**src/rtl/sha3_pad_pack.sv**
```systemverilog
// rtl/sha3_pad_pack.sv - byte-serial SHA-3 pad10*1 packer emitting 25-lane Keccak frames
// Optional block counter output enabled by SHA3_PAD_BLKCNT_EN.
module sha3_pad_pack #(
    parameter int          RATE_LANES = 17,
    parameter logic [7:0]  DOMAIN     = 8'h06
) (
    input  logic        clk,
    input  logic        rst,
    input  logic        pushin,
    output logic        stopin,
    input  logic        firstin,
    input  logic        lastin,
    input  logic        zlenin,
    input  logic [7:0]  din,
    output logic        pushout,
    input  logic        stopout,
    output logic        firstout,
    output logic        lastout,
`ifdef SHA3_PAD_BLKCNT_EN
    output logic [15:0] blkcnt,
`endif
    output logic [63:0] dout
);

    localparam int CAP_LANES = 25 - RATE_LANES;
    localparam logic [4:0] LAST_RATE = 5'(RATE_LANES - 1);
    localparam logic [4:0] LAST_CAP  = 5'(CAP_LANES - 1);

    typedef enum logic [1:0] {S_IDLE, S_ABSORB, S_PAD, S_FILL} state_t;

    state_t      state_q, state_d;
    logic [2:0]  bi_q, bi_d;
    logic [4:0]  li_q, li_d;
    logic [63:0] pack_q, pack_d;
    logic        final_q, final_d;
    logic        pend_q, pend_d;
    logic [63:0] dout_q, dout_d;
    logic        pushout_q, pushout_d;
    logic        firstout_q, firstout_d;
    logic        lastout_q, lastout_d;

    logic        accept, out_free, load, lane_first, lane_last;
    logic [63:0] lane, pw;
    logic [2:0]  bidx;
    logic [4:0]  lidx;

    assign out_free = !pushout_q || !stopout;
    assign accept   = pushin && !stopin;
    assign bidx     = firstin ? 3'd0 : bi_q;
    assign lidx     = firstin ? 5'd0 : li_q;

    always_comb begin
        state_d    = state_q;
        bi_d       = bi_q;
        li_d       = li_q;
        pack_d     = pack_q;
        final_d    = final_q;
        pend_d     = pend_q;
        stopin     = 1'b0;
        load       = 1'b0;
        lane       = 64'd0;
        lane_first = 1'b0;
        lane_last  = 1'b0;
        pw         = firstin ? 64'd0 : pack_q;

        // A lane-completing byte is refused while the output register cannot take it.
        if (state_q == S_ABSORB)
            stopin = (bi_q == 3'd7) && pushout_q && stopout;
        else if (state_q == S_PAD || state_q == S_FILL)
            stopin = 1'b1;

        case (state_q)
            S_IDLE, S_ABSORB: begin
                if (accept && (firstin || state_q == S_ABSORB)) begin
                    if (firstin && lastin && zlenin) begin
                        pack_d  = {56'd0, DOMAIN};
                        bi_d    = 3'd0;
                        li_d    = 5'd0;
                        state_d = S_PAD;
                    end else begin
                        pw[{bidx, 3'b000} +: 8] = din;
                        if (bidx == 3'd7) begin
                            load       = 1'b1;
                            lane       = pw;
                            lane_first = (lidx == 5'd0);
                            pack_d     = 64'd0;
                            bi_d       = 3'd0;
                            if (lidx == LAST_RATE) begin
                                li_d    = 5'd0;
                                final_d = 1'b0;
                                pend_d  = lastin;
                                state_d = S_FILL;
                            end else begin
                                li_d    = lidx + 5'd1;
                                state_d = lastin ? S_PAD : S_ABSORB;
                                if (lastin)
                                    pack_d[7:0] = DOMAIN;
                            end
                        end else begin
                            if (lastin)
                                pw[{bidx + 3'd1, 3'b000} +: 8] = DOMAIN;
                            pack_d  = pw;
                            bi_d    = bidx + 3'd1;
                            li_d    = lidx;
                            state_d = lastin ? S_PAD : S_ABSORB;
                        end
                    end
                end
            end
            S_PAD: begin
                if (out_free) begin
                    load       = 1'b1;
                    lane       = pack_q;
                    lane_first = (li_q == 5'd0);
                    pack_d     = 64'd0;
                    bi_d       = 3'd0;
                    if (li_q == LAST_RATE) begin
                        lane[63:56] = pack_q[63:56] | 8'h80;
                        li_d        = 5'd0;
                        final_d     = 1'b1;
                        state_d     = S_FILL;
                    end else begin
                        li_d = li_q + 5'd1;
                    end
                end
            end
            S_FILL: begin
                if (out_free) begin
                    load = 1'b1;
                    if (li_q == LAST_CAP) begin
                        li_d = 5'd0;
                        if (final_q) begin
                            lane_last = 1'b1;
                            state_d   = S_IDLE;
                        end else if (pend_q) begin
                            // Message ended exactly on a block boundary: open a padding-only block.
                            pack_d  = {56'd0, DOMAIN};
                            pend_d  = 1'b0;
                            state_d = S_PAD;
                        end else begin
                            state_d = S_ABSORB;
                        end
                    end else begin
                        li_d = li_q + 5'd1;
                    end
                end
            end
            default: state_d = S_IDLE;
        endcase

        dout_d     = load ? lane : dout_q;
        firstout_d = load ? lane_first : firstout_q;
        lastout_d  = load ? lane_last : lastout_q;
        pushout_d  = load || (pushout_q && stopout);
    end

    always_ff @(posedge clk or posedge rst) begin
        if (rst) begin
            state_q    <= S_IDLE;
            bi_q       <= 3'd0;
            li_q       <= 5'd0;
            pack_q     <= 64'd0;
            final_q    <= 1'b0;
            pend_q     <= 1'b0;
            dout_q     <= 64'd0;
            pushout_q  <= 1'b0;
            firstout_q <= 1'b0;
            lastout_q  <= 1'b0;
        end else begin
            state_q    <= state_d;
            bi_q       <= bi_d;
            li_q       <= li_d;
            pack_q     <= pack_d;
            final_q    <= final_d;
            pend_q     <= pend_d;
            dout_q     <= dout_d;
            pushout_q  <= pushout_d;
            firstout_q <= firstout_d;
            lastout_q  <= lastout_d;
        end
    end

    assign pushout  = pushout_q;
    assign firstout = firstout_q;
    assign lastout  = lastout_q;
    assign dout     = dout_q;

`ifdef SHA3_PAD_BLKCNT_EN
    logic [15:0] blkcnt_q, blkcnt_d;

    always_comb begin
        blkcnt_d = blkcnt_q;
        if (accept && firstin)
            blkcnt_d = 16'd0;
        else if (pushout_q && !stopout && firstout_q && blkcnt_q != 16'hFFFF)
            blkcnt_d = blkcnt_q + 16'd1;
    end

    always_ff @(posedge clk or posedge rst) begin
        if (rst)
            blkcnt_q <= 16'd0;
        else
            blkcnt_q <= blkcnt_d;
    end

    assign blkcnt = blkcnt_q;
`endif

endmodule

```
**config.mk**
```make
export PLATFORM = sky130hd
export DESIGN_NAME = sha3_pad_pack
export DESIGN_NICKNAME = d
export VERILOG_FILES = /design/src/rtl/sha3_pad_pack.sv
export SDC_FILE = /design/constraint.sdc
export NUM_CORES = 1
export LEC_CHECK = 0
export CAP_MARGIN = 20
export CELL_PAD_IN_SITES_DETAIL_PLACEMENT = 0
export CELL_PAD_IN_SITES_GLOBAL_PLACEMENT = 1
export CORE_MARGIN = 3
export CORE_UTILIZATION = 45
export CTS_BUF_LIST = sky130_fd_sc_hd__clkbuf_4 sky130_fd_sc_hd__clkbuf_8
export DETAILED_ROUTE_END_ITERATION = 10
export GPL_ROUTABILITY_DRIVEN = 0
export GPL_TIMING_DRIVEN = 1
export PLACE_DENSITY = 0.87
export SLEW_MARGIN = 15
export SYNTH_ARGS = -nofsm -noshare
export SYNTH_HDL_FRONTEND = slang
export SYNTH_SLANG_ARGS = --single-unit
```
**constraint.sdc**
```tcl
create_clock -name clk -period 5.9 [get_ports clk]
set_input_delay 1.18 -clock clk [delete_from_list [all_inputs] [get_ports clk]]
set_output_delay 1.18 -clock clk [all_outputs]
set_load 0.05 [all_outputs]
```
# Yosys cells after proc, flatten, opt, wreduce, memory -nomap -nowiden

Index checks and enable logic that the tools add are counted.

Flip-flop bits (word level): 143
Logic and storage cells: 144
Output and inout port bits: 68

Equality and inequality tests: 18
Shift-type cells: 4
Reductions and logical operators: 27
Add/subtract/negate cells: 5
Mux-type cells: 80

Operator list:

| cell                    | count |
|---|---|
| $mux 64                 | 14 |
| $pmux 64 s3             | 1 |
| $bwmux 64               | 2 |
| $pmux 64 s2             | 1 |
| $shift 8x8->64 const A  | 2 |
| $shiftx 8x8->64         | 1 |
| $shiftx 8x8->64 const A | 1 |
| $mux 5                  | 9 |
| $mux 1                  | 27 |
| $mux 2                  | 11 |
| $mux 3                  | 7 |
| $ne 2x2->1 const B      | 8 |
| $neg 6->8               | 2 |
| $pmux 5 s3              | 1 |
| $add 5x1->5 const B     | 2 |
| $eq 5x5->1 const B      | 2 |
| $logic_not 5->1         | 2 |
| $mux 8                  | 1 |
| $pmux 1 s2              | 4 |
| $reduce_and 8->1        | 1 |
| $logic_and 1x1->1       | 7 |
| $reduce_and 7->1        | 1 |
| $eq 3x3->1 const B      | 2 |
| $pmux 2 s3              | 1 |
| 14 further kinds        | 24 |

# Depth between registers and ports, before layout

Gate-level depths: netlist (run 1).

Depth in word-level cells: 10
Depth in mapped cells: 14
Gate-level depth less buffers: 9

# Least setup slack after synthesis (run 1)

OpenSTA, ideal clock, no wires.

Kind: input -> register
Start point: input firstin
End point: register pack_q[16]
Required time: 5832 ps
Cell stages on the path: 12
Slack: 1993 ps
Setup time: 68 ps
Arrival time: 3840 ps
Cells stage by stage: buf_2 buf_2 buf_1 nand2b_1 inv_1 ha_1 ha_1 clkbuf_1 nor4b_1 o211ai_4 o31ai_4 a22o_1

Longest elaborated chain between the ends: 10
Elaborated cells on any way between the ends: 23
Classes of those cells: add/sub (3); eq/ne (2); shift (4); mux (9); reduce/logical (5)

RTL lines:

| element                                       | RTL line | source |
|---|---|---|
| start: declaration                            | 11       | `input logic firstin,` |
| $mux 3                                        | 49       | `assign bidx = firstin ? 3'd0 : bi_q;` |
| $add 3x1->3 or $neg 6->8 (tied branches)      | 101, 81  |  |
| $neg 6->8, or another cell as far along       | 101      | `pw[{bidx + 3'd1, 3'b000} +: 8] = DOMAIN;` |
| $shiftx 8x8->64, or another cell as far along | 101      |  |
| $bwmux 64                                     | 101      |  |
| $mux 64                                       | 100      | `if (lastin)` |
| $mux 64                                       | 82       | `if (bidx == 3'd7) begin` |
| $mux 64                                       | 75       | `if (firstin && lastin && zlenin) begin` |
| $mux 64                                       | 74       | `if (accept && (firstin \|\| state_q == S_ABSORB)) begin` |
| $pmux 64 s3                                   | 72       | `case (state_q)` |
| end signal: assignment                        | 173      | `pack_q <= pack_d;` |
| end: declaration                              | 34       | `logic [63:0] pack_q, pack_d;` |

Parallel ways exist; a longest one is shown, timed or not. The select of a mux whose other input is x is not followed.
A chain may end at the register's enable or synchronous reset.

# Final worst setup path (run 1)

Start point: input firstin
End point: register dout_q[0], in the netlist dout[0]

Longest elaborated chain between the ends: 8
Elaborated cells on any way between the ends: 19
Classes of those cells: add/sub (1); eq/ne (1); shift (2); mux (11); reduce/logical (4)

RTL lines:

| element                                           | RTL line | source |
|---|---|---|
| $mux 3                                            | 49       |  |
| $neg 6->8                                         | 81       | `pw[{bidx, 3'b000} +: 8] = din;` |
| $shiftx 8x8->64 or $shift 8x8->64 (tied branches) | 81       |  |
| $bwmux 64                                         | 81       |  |
| $mux 64                                           | 82       |  |
| $mux 64                                           | 75       |  |
| $mux 64                                           | 74       |  |
| $pmux 64 s2                                       | 72       |  |
| end signal: assignment                            | 176      | `dout_q <= dout_d;` |
| end: declaration                                  | 37       | `logic [63:0] dout_q, dout_d;` |

Parallel ways exist; a longest one is shown, timed or not.

==> results.txt, run 1 <==
The deepest level of the CTS H-tree was 4; the sum of net half-perimeters after detailed placement was 13600 um. The signal on the critical path passes through clkdlybuf4s50_1 > buf_4 > nand2b_1 > inv_1 > ha_1 > ha_1 > and2_1 > o211a_1 > nand2_1 > and3_1 > a211o_1. In the final layout, the share of cells above drive strength 1 is 8.05%. Once placement completed, the tool counted placed cells totaling 937. The worst min-delay path category is flip-flop to flip-flop. After routing the design area is 8470 um^2. The cell with the most instances after synthesis is sky130_fd_sc_hd__dfrtp_1. Global routing consumed, over all layers together, 22.7% of the routing resources. The first detailed-routing pass took 6 iterations. After detailed routing, the average wire length per cell comes to 20.3 um. The run gives 0.500 ns as the smallest hold slack.

For the highest ir drop seen on vdd, the log shows 0.000244 V. Setup repair after global routing left no endpoint under its margin. The routed design has 19700 um of wire. The register bit total from synthesis was 143; the clock net sink count was 143. In this run the mean area of a mapped cell was 10.3 um^2. For the number of resized instances in the post-cts repair step, the log shows 0. For the number of buffers added by the clock tree synthesis step, the log shows 17. During placement, the flow inserted port buffers numbering 82.

Overall die height: 132 um. The ratio of routed vias to standard cells is 6.14, and the share of synthesized flip-flops with an asynchronous set or reset is 100%. During synthesis, Yosys emitted a total of 0 warnings. The maximum clock frequency is 0.226 GHz, and the number of placement rows is 45. Along the worst path, the maximum fanout reaches 25. The run gives 0 ns as the setup TNS.

Across the routed clock network, the largest skew measured is 0.0133 ns. Width of the chip: 132 um. The via count of the first global-routing pass is 5885, and the clock slew at the register clock pins of the worst setup and hold paths is 0.08 ns. The number of distinct library cells after synthesis was 70; the overall overflow remaining after global route was 0. The slowest stage of the critical path belongs to the cell sky130_fd_sc_hd__ha_1. Once layout is complete, the cells apart from fillers number 969. The logs give 17400 um^2 for the area of the die and 5948 for the total number of vias.

Sorting the synthesized cells by area gives the leading types as sky130_fd_sc_hd__dfrtp_1, sky130_fd_sc_hd__a22o_1, sky130_fd_sc_hd__a221o_1. Compared with the post-synthesis result, the final layout area differs by 19.1%. In this run, post-CTS hold repair placed 0 buffers. Counting instances, the worst hold path has a depth of 2. The run finished with clean final reports. The initial standard-cell utilization of the core was 46.5%; the post-synth net total was 716.

Count of pins over their slew limit: 0. The largest single stage delay on the critical path is 0.58 ns. The critical path is of the input pin to flip-flop type. For this run, design rule violations remaining after detail routing come to 0. The worst setup path is captured at a flip-flop. Data arrives at the worst endpoint at 4.76 ns. The part of the cycle the worst path needs is 74.9%.

The post-synthesis instance area came out at 7120 um^2. The tools report the critical path launch point type as an input pin. Once layout is complete, the utilization of the core stands at 55.3%. The tools report the post-CTS setup buffer count as 0. Max-cap violation count: 0.

Cell repeated most along the worst path: sky130_fd_sc_hd__ha_1. Setup violations remaining at the end of the flow were counted as 0. The CTS root buffer is sky130_fd_sc_hd__clkbuf_8. At the worst endpoint, the required time is 6.24 ns. The number of antenna cells inserted was 0.

The time the worst path needs with I/O delays and setup came out at 4.42 ns. After filler insertion, the fill cell instance count of the layout stands at 1357. Counting along the longest clock path gives a buffer depth of 2. The tools report the proportion of synthesized chip area in sequential cells as 50.3%. The synthesized design contains 0 enable-type register cells. Clock insertion delay at the later pin of the skew report: 0.46 ns.

For the count of antenna-violating nets left after detailed routing, the log shows 0. The power per cell area was 352 nW/um^2. Summed over all instances, the cell type with the most area after synthesis is sky130_fd_sc_hd__dfrtp_1. Counting instances in the post-synthesis netlist gives the leading cell types as sky130_fd_sc_hd__dfrtp_1, sky130_fd_sc_hd__nand2_1, sky130_fd_sc_hd__a22o_1.

The run gives 83 as the number of primary I/O pins. The first global-routing pass estimated 31700 um of wire. TritonCTS built the clock tree. For the DRC violation total after the first TritonRoute iteration, the log shows 556. The static leakage power came out at 3.93 nW.

The most used flip-flop cell after synthesis was sky130_fd_sc_hd__dfrtp_1. Entering global routing, the biggest net connects 93 pins. For this run, the post-layout net count is 773. The number of antenna violations at the first check in global routing is 0. The count of cells along the worst register-to-register path was 9. Measured against its own limit, the worst slew margin works out to 39.1%. The actual transition at the worst max-transition pin was 0.909 ns; the core footprint was 15300 um^2. The share of synthesized area in the top cell type comes to 50.3%. For the count of mapped cells out of synthesis, the log shows 688. Hold violation total from the final report: 0. For the placed instance area, the log shows 8050 um^2.
==> per-stage QoR <==
step	total power [mW]	setup WS, ns
2_1_floorplan	1.87	0.882
3_5_place_dp	2.14	1.07
6_report	2.98	1.48
3_3_place_gp	2.12	1.17
5_1_grt	3.12	1.27
4_1_cts	2.97	1.56
==> path summary, 6_finish.rpt <==
| kind | startpoint | to | slack [ns] |
|---|---|---|---|
| setup / recovery | firstin | dout[0] | 1.48 |
| hold / removal | pack_q[8] | dout[8] | 0.50 |
| setup reg to reg | bi_q[0] | dout[0] | 2.27 |
| hold reg to reg | pack_q[8] | dout[8] | 0.50 |
| max in group asynchronous | rst | pack_q[45] | 3.47 |
| min in group asynchronous | rst | pack_q[0] | 1.26 |
==> layer usage <==
metal  GRT usage, %  share of wire (%)
met3           5.73                5.9
met2           35.8                 47
met1           30.9                 45
met4           7.18                1.6
met5              0                  0
==> flip-flops by register name (all words and copies together), names as in the netlist <==
name and cells:
bi_q 3, dout 64, final_q 1, firstout 1, lastout 1, li_q 5
pack_q 64, pend_q 1, pushout 1, state_q 2
==> area by class of cell <==
cell class,instances,area [um^2],area share [%]
clock buffer,20,263,3.10
clock inverter,12,159,1.88
inverter,29,114,1.34
multi-input combinational,464,3220,37.9
sequential,143,3580,42.2
tap,211,264,3.12
timing repair buffer,90,881,10.4
==> where the power goes <==
part           internal (mW)  switching, mW
Combinational          0.298          0.679
Clock                  0.441          0.391
Sequential              1.06          0.113
==> cell usage in the layout (no fill, tap or decap), types with 12 or more instances in the layout <==
master / instances
sky130_fd_sc_hd__a21o_1: 14
sky130_fd_sc_hd__a21oi_1: 20
sky130_fd_sc_hd__a221o_1: 28
sky130_fd_sc_hd__a22o_1: 39
sky130_fd_sc_hd__a22oi_1: 33
sky130_fd_sc_hd__and3_1: 23
sky130_fd_sc_hd__clkbuf_8: 18
sky130_fd_sc_hd__clkdlybuf4s50_1: 82
sky130_fd_sc_hd__dfrtp_1: 143
sky130_fd_sc_hd__ha_1: 13
sky130_fd_sc_hd__inv_1: 28
sky130_fd_sc_hd__nand2_1: 63
sky130_fd_sc_hd__nand3_1: 12
sky130_fd_sc_hd__nor2_1: 32
sky130_fd_sc_hd__nor3_1: 29
sky130_fd_sc_hd__o21ai_0: 33
==> critical path: cells and delay by family <==
| family | cells | cell delay [ns] |
|---|---|---|
| buffers and inverters | 3 | 0.78 |
| adders and majority gates | 2 | 0.77 |
| AOI/OAI and AO/OA | 2 | 0.53 |
| and+or+nand+nor | 4 | 1.47 |
==> cells by family (layout without fill, tap and decap cells) <==
family / Yosys count / after routing / share of synthesized area [%]
mux: 6 / 6 / 0.844
flops: 143 / 143 / 50.3
xor+xnor: 3 / 3 / 0.369
fa+ha+maj: 13 / 13 / 2.29
compound gates: 228 / 228 / 25.5
buf+inv: 81 / 151 / 4.64
simple gates: 214 / 214 / 16.1
Power figures use the tool's default switching activity.
==> inputs of run 2 (changes only) <==
- CORE_UTILIZATION: 45 -> 41
- PLACE_DENSITY: 0.87 -> 0.84
- clock period: 5.9 -> 3.9 ns (I/O delays scaled with it)
==> run 2 against run 1 <==
Compared with the run above: sequential share of layout area decreased by 0.52 points; flip-flop and latch count stayed put; non-clock buffer count up 15; cell count is 2.5% higher; critical path type unchanged; largest cell class unchanged; highest routed layer unchanged.
==> results.txt, run 2 (synthesized netlist as in run 1, its figures left out) <==
Static timing analysis puts the maximum clock frequency at 0.293 GHz. The run gives 22.3% (-0.31 points) as the global router's overall resource usage. Traced cell by cell, the critical path runs through clkdlybuf4s50_1 > nand2b_1 > inv_1 > ha_1 > ha_1 > nor4bb_1 > o211ai_1 > o21ai_0 > a221o_1.

The routed length per placed instance came out at 21.0 um (+3.1%). The tools report the startpoint of the most critical register-to-register path as bi_q[0]. For the number of primary I/O pins, the log shows 83 (unchanged). The setup path with the least slack is of type input pin to flip-flop. The count of cells along the worst register-to-register path was 8 (-1).

Largest fanout on the critical path: 11 (-56%). The iteration count of the initial detailed-routing pass is 5 (-1). The total number of vias came out at 5999 (+0.86%).

The largest buffer count on any clock path is 2 (unchanged), and the global-route wire length before repair is 32700 um (+3.0%). The fraction of final layout cells with drive strength greater than 1 works out to 9.83% (+1.8 points). STA classifies the critical path endpoint as a flip-flop. The run gives 42.5% (-4.0 points) as the initial standard-cell utilization of the core. In this run the most critical hold path is launched from pack_q[0]. Final core area utilization: 51.2% (-4.1 points). TritonCTS built the clock tree.

After global routing, the most crowded layer is met2. Actual transition at the worst max-transition pin: 0.776 ns (-0.133 ns). The logs give 475 (-15%) for the DRC violation total after the first TritonRoute iteration and 0.0111 ns (-0.00222 ns) for the worst clock skew. The worst hold path depth works out to 1 (-1).

Clock insertion delay at the later pin of the skew report: 0.46 ns (about the same). Count of hold buffers inserted by post-cts repair: 0 (unchanged). The worst hold path terminates at dout[0].

The count of antenna-violating nets left after detailed routing was 0 (unchanged). The startpoint of the most critical setup path is firstin. The area of the die was 19000 um^2 (+9.3%). The hold violation total from the final report was 0 (unchanged).

For the data arrival at the endpoint of the critical path, the log shows 3.81 ns (-0.95 ns). The number of resized instances in the post-cts repair step was 0 (unchanged); the total power after layout was 4.48 mW (+50%). The logs give 0 (unchanged) for the number of antenna cells inserted and 143 (unchanged) for the clock net sink count.

For the maximum number of pins on one net before global-route repair, the log shows 144 (+55%). Width of the chip: 138 um (+4.5%). The power per cell area is 522 nW/um^2 (+48%), and the number of nets in the finished design is 788 (+1.9%). Register-to-register path setup slack: 0.76 ns (-1.51 ns). Leaving out fill and tap cells, the most frequent cell in the layout is sky130_fd_sc_hd__dfrtp_1. The tightest slew margin relative to the limit was 48.3% (+9.1 points); the number of buffers added on ports was 82 (unchanged). The run gives 20800 um (+5.7%) as the total routed wirelength.

The min-delay analysis places its worst path in the category flip-flop to flip-flop. The cell repeated most along the worst path was sky130_fd_sc_hd__ha_1. The via count of the first global-routing pass is 6008 (+2.1%). Layout filler cell count: 1510 (+11%). Slowest library cell on the worst path: sky130_fd_sc_hd__o21ai_0.

The cell count after placement is 961 (+2.6%). Setup repair after global routing left no endpoint under its margin. For the count of final setup violators, the log shows 0 (unchanged).

The critical path data required time was 4.29 ns (-1.95 ns). The ratio of routed vias to standard cells was 6.04 (-1.6%). The tree is rooted in a sky130_fd_sc_hd__clkbuf_8. The tools report the endpoint of the worst-slack reg-to-reg timing path as dout[19]. The count of pins over their slew limit was 0 (unchanged); the number of design rule violations left after detail routing was 0 (unchanged). Worst setup margin: 0.481 ns (-1.00 ns). The run gives 3.99 nW (+1.6%) as the static leakage power.

Relative to the synthesized area, the layout overhead comes to 20.6%. The worst path in the final design needs a cycle of 3.42 ns, including I/O delays and setup. For the routing usage on met1, the log shows 30.7% (-0.20 points). Of the available clock period, the critical path in the final layout requires 87.7%. The max-cap violation count is 0 (unchanged), and the setup TNS is 0 ns (unchanged).

The met2 layer usage reported by global route was 35.2% (-0.68 points); the clock slew at the register clock pins of the worst setup and hold paths was 0.08 ns (about the same). The post-CTS setup buffer count is 0 (unchanged), and the overall overflow remaining after global route is 0 (unchanged). The number of buffers added by the clock tree synthesis step is 17 (unchanged), and the biggest cell delay along the critical path is 0.70 ns (+0.12 ns). The overall die height was 138 um (+4.5%). The logs give 993 (+2.5%) for the number of standard cells in the layout, taps in and fillers out and 16800 um^2 (+9.4%) for the core footprint. The number of antenna violations at the first check in global routing is 0 (unchanged), and the number of placement rows is 47 (+4.4%).

The critical path launch point type was an input pin. The library cells used most frequently in the layout, excluding fill and tap cells, are sky130_fd_sc_hd__dfrtp_1, sky130_fd_sc_hd__clkdlybuf4s50_1, sky130_fd_sc_hd__nand2_1. The logs give 4 (unchanged) for the deepest level of the CTS H-tree and 0.0702 ns (-1.00 ns) for the placement-stage worst setup slack. The sum of net half-perimeters after detailed placement was 14400 um (+5.4%). The flow ran to the end, and the final reports show no timing, DRC or antenna violations. The met3 track utilization from global routing is 3.80% (-1.9 points).

The run gives 0.000287 V (+18%) as the highest ir drop seen on vdd.
==> run 2: cell types whose count changed in the layout (fill, tap and decap cells not counted) <==
cell                         previous run  this run
sky130_fd_sc_hd__inv_6                  3         0
sky130_fd_sc_hd__clkinvlp_4             2         3
sky130_fd_sc_hd__clkbuf_4               2         3
sky130_fd_sc_hd__buf_4                  8        22
sky130_fd_sc_hd__bufinv_16              3         1
sky130_fd_sc_hd__buf_12                 0         1
sky130_fd_sc_hd__clkbuf_8              18        21
==> run 2: how the worst max path moves through the flow <==
stage	to	slack (ns)	depth (start not counted)
2_1_floorplan	pack_q[48]	0.39	12
3_3_place_gp	dout[25]	0.27	11
3_5_place_dp	dout[52]	0.07	9
4_1_cts	stopin	0.55	4
5_1_grt	dout[53]	0.29	9
6_report	dout[19]	0.48	9
==> run 2: layer usage <==
metal | routed length (um) | share of wire (%) | vias up
met5 | 0 | 0 | -
met4 | 523 | 2.5 | 0
met3 | 1330 | 6.4 | 42
met2 | 9860 | 47 | 253
met1 | 9100 | 44 | 2972
li1 | - | - | 2732
==> run 2: critical path, delay by kind of cell <==
kind | cells | cell delay, ns
AOI/OAI and AO/OA | 3 | 1.29
and+or+nand+nor | 2 | 0.54
adders and majority gates | 2 | 0.55
buffers and inverters | 2 | 0.64
==> run 2: where the power goes <==
| group | internal [mW] | total, mW | switching [mW] |
|---|---|---|---|
| logic | 0.496 | 1.54 | 1.04 |
| registers | 1.60 | 1.77 | 0.172 |
| clock network | 0.594 | 1.17 | 0.575 |
==> run 2: final cells by class <==
cell class                 instances  area (um^2)  area share [%]
inverter                          29          113            1.31
multi-input combinational        464         3220            37.5
tap                              220          275            3.21
clock inverter                     8         81.3           0.948
clock buffer                      24          312            3.63
sequential                       143         3580            41.7
timing repair buffer             105         1010            11.7
==> run 2: per-stage QoR <==
step           hold WS [ns]  cell area, um^2
5_1_grt               0.515             8580
4_1_cts               0.497             8580
2_1_floorplan         0.457             7120
6_report              0.496             8580
3_3_place_gp          0.471             8190
3_5_place_dp          0.479             8190
